## config.mk

```make
export PLATFORM = sky130hd
export DESIGN_NAME = act_led_sched
export DESIGN_NICKNAME = d
export VERILOG_FILES = /design/src/rtl/act_led_sched.sv
export SDC_FILE = /design/constraint.sdc
export NUM_CORES = 1
export LEC_CHECK = 0
export ABC_AREA = 1
export CAP_MARGIN = 20
export CORE_UTILIZATION = 40
export CTS_BUF_LIST = sky130_fd_sc_hd__clkbuf_8
export DETAILED_ROUTE_END_ITERATION = 16
export SLEW_MARGIN = 20
export SYNTH_ARGS = -nofsm -noshare
export SYNTH_HDL_FRONTEND = slang
export SYNTH_SLANG_ARGS = --single-unit
```

## constraint.sdc

```tcl
create_clock -name SYSCLK -period 3.3 [get_ports SYSCLK]
set_input_delay 0.66 -clock SYSCLK [delete_from_list [all_inputs] [get_ports SYSCLK]]
set_output_delay 0.66 -clock SYSCLK [all_outputs]
set_load 0.1 [all_outputs]
```

## src/rtl/act_led_sched.sv

```systemverilog
// act_led_sched: time-multiplexed per-drive activity LED stretcher with mode control.
// Optional SGPIO watchdog enabled by ACT_LED_SGPIO_WDT_EN.
module act_led_sched #(
  parameter int NUM_DRV    = 72,
  parameter int TICK_DIV   = 50000,
  parameter int HOLD_TICKS = 5,
  parameter int WDT_TICKS  = 1000
) (
  input  logic               SYSCLK,
  input  logic               RESET_N,
  input  logic [NUM_DRV-1:0] ACT_RAW,
  input  logic               BLINK_CLK,
  input  logic               SGPIO_FRAME,
  input  logic               CFG_WR,
  input  logic [6:0]         CFG_ADDR,
  input  logic [1:0]         CFG_DATA,
  output logic [NUM_DRV-1:0] LED_CATH_L,
  output logic               SCAN_BUSY,
  output logic               WDT_EXPIRED
);
  localparam int IW = NUM_DRV > 1 ? $clog2(NUM_DRV) : 1;
  localparam int TW = TICK_DIV > 1 ? $clog2(TICK_DIV) : 1;
  localparam int HW = HOLD_TICKS > 0 ? $clog2(HOLD_TICKS + 1) : 1;
  typedef enum logic {IDLE, SCAN} state_t;
  state_t             state;
  logic [TW-1:0]      tick_cnt;
  logic [IW-1:0]      idx;
  logic [NUM_DRV-1:0] cap;
  logic [NUM_DRV-1:0] clr;
  logic [1:0]         mode [NUM_DRV];
  logic [HW-1:0]      hold [NUM_DRV];
  logic [HW-1:0]      hold_nxt;
  logic               tick, act, led_nxt, cfg_hit;
  assign tick    = tick_cnt == TW'(TICK_DIV - 1);
  assign cfg_hit = CFG_WR && int'(CFG_ADDR) < NUM_DRV;
  always_comb begin
    act      = (cap[idx] | ACT_RAW[idx]) & ~WDT_EXPIRED;
    hold_nxt = act ? HW'(HOLD_TICKS) : hold[idx] - HW'(hold[idx] != '0);
    led_nxt  = mode[idx] == 2'd0 ? hold_nxt == '0 :
               mode[idx] == 2'd1 ? 1'b1 :
               mode[idx] == 2'd2 ? 1'b0 : ~BLINK_CLK;
    clr      = state == SCAN ? NUM_DRV'(1) << idx : '0;
  end
  always_ff @(posedge SYSCLK or negedge RESET_N)
    if (!RESET_N) tick_cnt <= '0;
    else tick_cnt <= tick ? '0 : tick_cnt + 1'b1;
  // A tick landing mid-pass is simply ignored by the SCAN branches.
  always_ff @(posedge SYSCLK or negedge RESET_N)
    if (!RESET_N) begin
      state     <= IDLE;
      idx       <= '0;
      SCAN_BUSY <= 1'b0;
    end else if (state == SCAN && idx == IW'(NUM_DRV - 1)) begin
      state     <= IDLE;
      idx       <= '0;
      SCAN_BUSY <= 1'b0;
    end else if (state == SCAN) begin
      idx <= idx + 1'b1;
    end else if (tick) begin
      state     <= SCAN;
      SCAN_BUSY <= 1'b1;
    end
  // Fresh activity in the visit cycle keeps the bit set for the next pass.
  always_ff @(posedge SYSCLK or negedge RESET_N)
    if (!RESET_N) cap <= '0;
    else cap <= ACT_RAW | (cap & ~clr);
  always_ff @(posedge SYSCLK or negedge RESET_N)
    if (!RESET_N) begin
      LED_CATH_L <= '1;
      for (int i = 0; i < NUM_DRV; i++) begin
        mode[i] <= 2'd0;
        hold[i] <= '0;
      end
    end else begin
      if (cfg_hit) mode[CFG_ADDR[IW-1:0]] <= CFG_DATA;
      if (state == SCAN) begin
        hold[idx]       <= hold_nxt;
        LED_CATH_L[idx] <= led_nxt;
      end
    end
`ifdef ACT_LED_SGPIO_WDT_EN
  localparam int WW = $clog2(WDT_TICKS + 1);
  logic [WW-1:0] wdt_cnt;
  always_ff @(posedge SYSCLK or negedge RESET_N)
    if (!RESET_N) wdt_cnt <= '0;
    else if (SGPIO_FRAME) wdt_cnt <= '0;
    else if (tick && !WDT_EXPIRED) wdt_cnt <= wdt_cnt + 1'b1;
  assign WDT_EXPIRED = wdt_cnt == WW'(WDT_TICKS);
`else
  logic unused_wdt;
  assign unused_wdt  = SGPIO_FRAME ^ (WDT_TICKS == 0);
  assign WDT_EXPIRED = 1'b0;
`endif
endmodule

```

==> results.toml, run 1 <==
[sta]
fin_tns_setup_ps = -34920
setup_slack_ps = -277.2
fin_crit_ps = 3577
hold_slack_ps = 460.5
final_max_slew_viol_count = 0
rsz0062_at_grt = "true"
max-slew-margin-rel_pct = 39.46
period_share_pct = 108.4
clock.fmax_mhz = 279.5
finalSetupViolations = 269
hold_viol = 0
finClkSkew_ps = 33.18
worst_slew_pin_slew_ps = 905.9

[finish]
nNetsFinal = 3847
final_area_mm2 = 0.03241
final_util_pct = 51.29
syn2layout_area_growth_pct = 26.40
drive_above_1_share_pct = 16.51

[pwr]
ir_drop_mv = 0.2717
power.leakage_nw = 15.95
powerDensity_mw_per_mm2 = 424.0

[cts]
clkLatencyLatePin_ps = 700
cts_buffers = 95
cts_tree = "built"
htreeDepth = 3
cts_sinks = 529
cts.clk_slew.worst_paths_ps = 60
clk_path_buf_depth = 3
root_buffer = "clkbuf_8"

[logic_synthesis]
netlist_instances = 3419
syn_avg_cell_area_um2 = 7.501
synth_top_cell_by_area = "dfrtp_1"
yosysUniqueCellTypes = 42
synth_warnings = 0
synth_commonest_cells = "nand2_1, dfrtp_1, o21ai_0, inv_1, nor2_1"
yosys.area_share.simple_pct = 27.86
netlist_area_mm2 = 0.02564
synthAdderAreaFrac_pct = 0.4391
synth_edf_count = 0
seq_area_frac_synth_pct = 51.97
ys_top_cells_by_area = "dfrtp_1, nand2_1, o21ai_0, dfstp_2, inv_1"
muxShareOfSynthArea_pct = 0
synth_nets = 3514
synth_compound_area_share_pct = 11.49
synth_top_family_by_area = "simple AND/OR/NAND/NOR gates"
synthFlopType = "dfrtp_1"
yosys_register_bits = 529
yosys.area.top_type_share_pct = 44.59
synth.most_common_cell = "nand2_1"
synth_xor_area_share_pct = 0.1708
async_flop_share_pct = 100.0

[worst_hold_path]
hp-class = "flip-flop to flip-flop"

[placed_design]
dpl_cell_area_mm2 = 0.02908
hpwl_mm = 59.63
pre_cts_slack_ps = -285.9
place.gp.congestion = 0.8960
port_buffers = 157

[worst_setup_path]
crit_required_ps = 3920
endpoint_kind = "flip-flop"
arrival_ps = 4200
crit_type = "flip-flop to flip-flop"
cp-start-kind = "flip-flop"
path_max_fanout = 7

[detailed_routing]
ant_nets = 0
vias = 23908
avgViaCountPerCell = 5.107
first_iter_violations = 2105
drc = 0
drt-pass1-iter-count = 5
wire_per_inst_um = 19.18
routed_wl_mm = 89.79

[grt]
use_met2_pct = 42.23
use_met3_pct = 6.010
grt_max_degree = 86
grt_pass1_vias = 22633
busiest_layer = "met2"
grt_pass1_wl_mm = 133.7
track_usage_pct = 27.32
antenna_found_initial = 1
grt-ovfl-total = 0
use_met1_pct = 37.38

[floorplan]
core_area_mm2 = 0.06320
io-pin-count = 160
die_height_um = 255.2
die_area_mm2 = 0.06513
die-width_um = 255.2
start_util_pct = 40.58
fp-row-count = 92

[flow_run]
drv_cap = 0

[status]
status = "complete, but fails checks"
violations = "negative setup slack"
cell usage in the layout, fill, tap and decap left out, types with 37 or more instances in the layout:
cell,n
dfrtp_1,454
a21oi_1,37
o21ai_1,95
nor2_1,164
nand3_1,62
nand2_1,1424
nor3_1,44
clkbuf_8,125
clkdlybuf4s50_1,83
dfstp_2,72
nand2_2,39
o21ai_0,323
buf_4,203
inv_1,395
buf_12,42
through the flow:
stage	std cells	power, mW
after CTS	4660	13.83
after global placement	4457	7.443
final	4681	13.74
after floorplan	3419	7.060
after global routing	4681	14.24
after detailed placement	4457	7.452
worst paths after layout:
| check | cells after the start | to | start | slack [ps] |
|---|---|---|---|---|
| max reg2reg | 22 | LED_CATH_L[25] | idx[0] | -280 |
| max in group asynchronous | 3 | LED_CATH_L[41] | RESET_N | 1830 |
| max | 22 | LED_CATH_L[25] | idx[0] | -280 |
| min in group asynchronous | 2 | mode[87] | RESET_N | 520 |
| min | 2 | LED_CATH_L[6] | LED_CATH_L[6] | 460 |
| min reg2reg | 2 | LED_CATH_L[6] | LED_CATH_L[6] | 460 |
power by group:
part	leakage (nW)	total, mW	switching (mW)	internal, mW
Clock	1.16	6.34	2.88	3.46
Combinational	9.22	0.693	0.428	0.265
Sequential	5.57	6.71	0.0759	6.63
Total	16.0	13.7	3.38	10.4
state kept, by name (all words and copies together), names as in the netlist:
signal,flops
idx,7
cap,72
mode,144
LED_CATH_L,72
hold,216
state,1
SCAN_BUSY,1
tick_cnt,16
per-layer routing:
| layer | vias up | share of wire, % | routed length (um) |
|---|---|---|---|
| li1 | 11436 | - | - |
| met3 | 173 | 8.1 | 7247 |
| met5 | - | 0.040 | 36 |
| met4 | 2 | 3.3 | 2949 |
| met2 | 944 | 45 | 40000 |
| met1 | 11353 | 44 | 39560 |
kinds of logic after synthesis:
logic type,Yosys count
and+or+nand+nor,1825
AOI/OAI and AO/OA,549
DFF,529
buffers and inverters,501
adders and majority gates,9
xor gates and xnor gates,5
other,1
layout make-up:
| type | instances | area [um2] |
|---|---|---|
| clock inverters | 54 | 260.3 |
| fillers | 6077 | 30780 |
| repair buffers | 368 | 3807 |
| clock buffers | 125 | 1720 |
| inverters | 369 | 1400 |
| multi-input cells | 2389 | 10830 |
| well taps | 846 | 1059 |
| diodes | 1 | 2.502 |
| flip-flops and latches | 529 | 13330 |
worst max-delay path, cell delays in order (launching register included):
cell       delay (ps)
dfrtp_4           540
clkinv_8          120
nand2_4           100
buf_12            130
buf_12            110
o22ai_2            50
nor2_1            130
o2111ai_2         150
nand2_1           130
nand4_1           220
and2_4            220
nor2_4            100
nand3b_1           80
ha_2              190
ha_4              270
nand4_1           110
nor2_2            170
nand2_2           110
nand2_8           120
buf_12            140
clkbuf_16         160
nand2_2            40
nand2_1            70
timing repair:
action | CTS | global route
hold endpoints to repair | 50 | 0
cloned | 3 | 11
gates resized for setup | 89 | 170
setup buffers | 21 | 13
pin swaps | 35 | 53
hold buffers | 1 | 0
endpoints found under the setup margin | 287 | 288
Note: power is estimated with default switching activity, not from simulation.
==> run 2, diff against run 1 <==
--- a/config.mk
+++ b/config.mk
@@ -9,6 +9,7 @@
 export CAP_MARGIN = 20
 export CORE_UTILIZATION = 40
 export CTS_BUF_LIST = sky130_fd_sc_hd__clkbuf_8
+export CTS_CLUSTER_SIZE = 16
 export DETAILED_ROUTE_END_ITERATION = 16
 export SLEW_MARGIN = 20
 export SYNTH_ARGS = -nofsm -noshare
==> run 2 against run 1 <==
Net effect:
- the flow still finishes with violations (negative setup slack)
- routed wire length barely moved
- via count grew 0.22%
- clock skew shrank 3.5 ps
- non-clock buffer count did not move
- clock power down 1%
- sequential share of layout area fell by 0.23 points
- flip-flop and latch count unchanged
- critical path depth rose by 3
- register-to-register slack better by 50 ps
- hold slack barely moved
- largest cell class unchanged
==> results.toml, run 2 (synthesized netlist as in run 1, its figures left out) <==
[worst_hold_path]
hp-class = "flip-flop to flip-flop"

[cts]
clk_path_buf_depth = 3
cts.clk_slew.worst_paths_ps = 60
cts_tree = "built"
cts_sinks = 529
cts_buffers = 94
htreeDepth = 3
root_buffer = "clkbuf_8"
clkLatencyLatePin_ps = 700

[detailed_routing]
drt-pass1-iter-count = 6
drc = 0
wire_per_inst_um = 19.20
first_iter_violations = 2080
vias = 23960
avgViaCountPerCell = 5.122
routed_wl_mm = 89.80
ant_nets = 0

[floorplan]
io-pin-count = 160
die-width_um = 255.2
start_util_pct = 40.58
die_height_um = 255.2
core_area_mm2 = 0.06320
die_area_mm2 = 0.06513
fp-row-count = 92

[status]
violations = "negative setup slack"
status = "complete, but fails checks"

[sta]
finalSetupViolations = 254
rsz0062_at_grt = "true"
fin_tns_setup_ps = -25170
period_share_pct = 106.8
max-slew-margin-rel_pct = 38.46
final_max_slew_viol_count = 0
worst_slew_pin_slew_ps = 920.9
clock.fmax_mhz = 283.8
finClkSkew_ps = 29.73
hold_viol = 0
setup_slack_ps = -224.1
fin_crit_ps = 3524

[finish]
reg_top3 = "hold (216), mode (144)"
nNetsFinal = 3846
syn2layout_area_growth_pct = 27.12
drive_above_1_share_pct = 17.98
final_common_cell = "nand2_1"
regMostFlops = "hold"
layout_common_cells = "nand2_1, dfrtp_1, inv_1"
fin_cells = 4678
largest_register_ffs = 216

[worst_setup_path]
slowest_delay_ps = 530
cp-start-kind = "flip-flop"
crit_type = "flip-flop to flip-flop"
endpoint_kind = "flip-flop"
arrival_ps = 4150
path_max_fanout = 8
cp_top_family = "simple AND/OR/NAND/NOR gates"
cp_num_buf_inv = 6
cpMaxStageDelayCell = "dfrtp_4"
crit_required_ps = 3920
worst_path_most_repeated_cell = "nand2_1"

[grt]
grt_pass1_vias = 22608
grt_pass1_wl_mm = 133.5
antenna_found_initial = 1
grt_max_degree = 86
track_usage_pct = 27.30
grt-ovfl-total = 0

[placed_design]
hpwl_mm = 59.63
port_buffers = 157
dp_cells = 4457
place.gp.congestion = 0.8960
pre_cts_slack_ps = -285.9

[flow_run]
drv_cap = 0

[pwr]
ir_drop_mv = 0.2495
powerDensity_mw_per_mm2 = 418.8
power.leakage_nw = 15.91
## run 2: cell types whose count changed in the layout (fill, tap and decap cells not counted), sizes merged
| cell | before | now |
|---|---|---|
| clkinv | 19 | 18 |
| clkinvlp | 3 | 2 |
| buf | 275 | 274 |
| clkbuf | 134 | 133 |
| inv | 400 | 401 |
## run 2: routing by layer
layer | vias up | GRT usage, % | share of wire [%]
met1 | 11398 | 37.36 | 44
met2 | 941 | 42.07 | 44
met3 | 177 | 6.061 | 8.5
met5 | - | 0 | 0
met4 | 0 | 10.66 | 3.4
li1 | 11444 | - | -
## run 2: path summary, 6_finish.rpt
kind                               startpoint             end  slack, ps  cells past startpoint
worst max-delay path                   idx[0]  LED_CATH_L[25]       -220                     25
worst min-delay path            LED_CATH_L[6]   LED_CATH_L[6]        460                      2
worst max register to register         idx[0]  LED_CATH_L[25]       -220                     25
worst min register to register  LED_CATH_L[6]   LED_CATH_L[6]        460                      2
max in group asynchronous             RESET_N  LED_CATH_L[41]       1830                      3
min in group asynchronous             RESET_N        mode[87]        520                      2
## run 2: through the flow
stage	utilization (%)	power (mW)	area [um2]	hold slack, ps
finish	51.58	13.65	32600	460.4
global placement	46.02	7.443	29080	455.0
detailed placement	46.02	7.452	29080	458.7
global route	51.58	14.17	32600	483.1
floorplan	-	7.060	25650	364.4
CTS	50.02	13.76	31610	464.8
## run 2: worst min-delay path, delay by kind of cell, from the launching register on
kind             cells  cell delay [ps]
AND/OR/NAND/NOR      2               90
flip-flops           1              360
## run 2: final cells by class
type                            count  area [um2]
Fill cell                        6062       30600
Sequential cell                   529       13330
Multi-Input combinational cell   2389       11040
Timing Repair Buffer              368        3812
Clock buffer                      123        1693
Inverter                          369        1403
Tap cell                          846        1059
Clock inverter                     53       252.7
Antenna cell                        1       2.502
## run 2: report_power, final
part	total, mW	switching (mW)	internal (mW)
clock	6.26	2.85	3.41
sequential	6.71	0.0759	6.63
combinational	0.683	0.424	0.259
total	13.7	3.35	10.3
## run 2: repair_timing
item / 4_1_cts / 5_1_grt
hold endpoints to repair: 50 / 0
resized for setup: 77 / 277
hold buffers: 1 / 0
setup endpoints to repair: 287 / 288
cloned: 3 / 13
buffers inserted: 19 / 13
pin swaps: 36 / 57
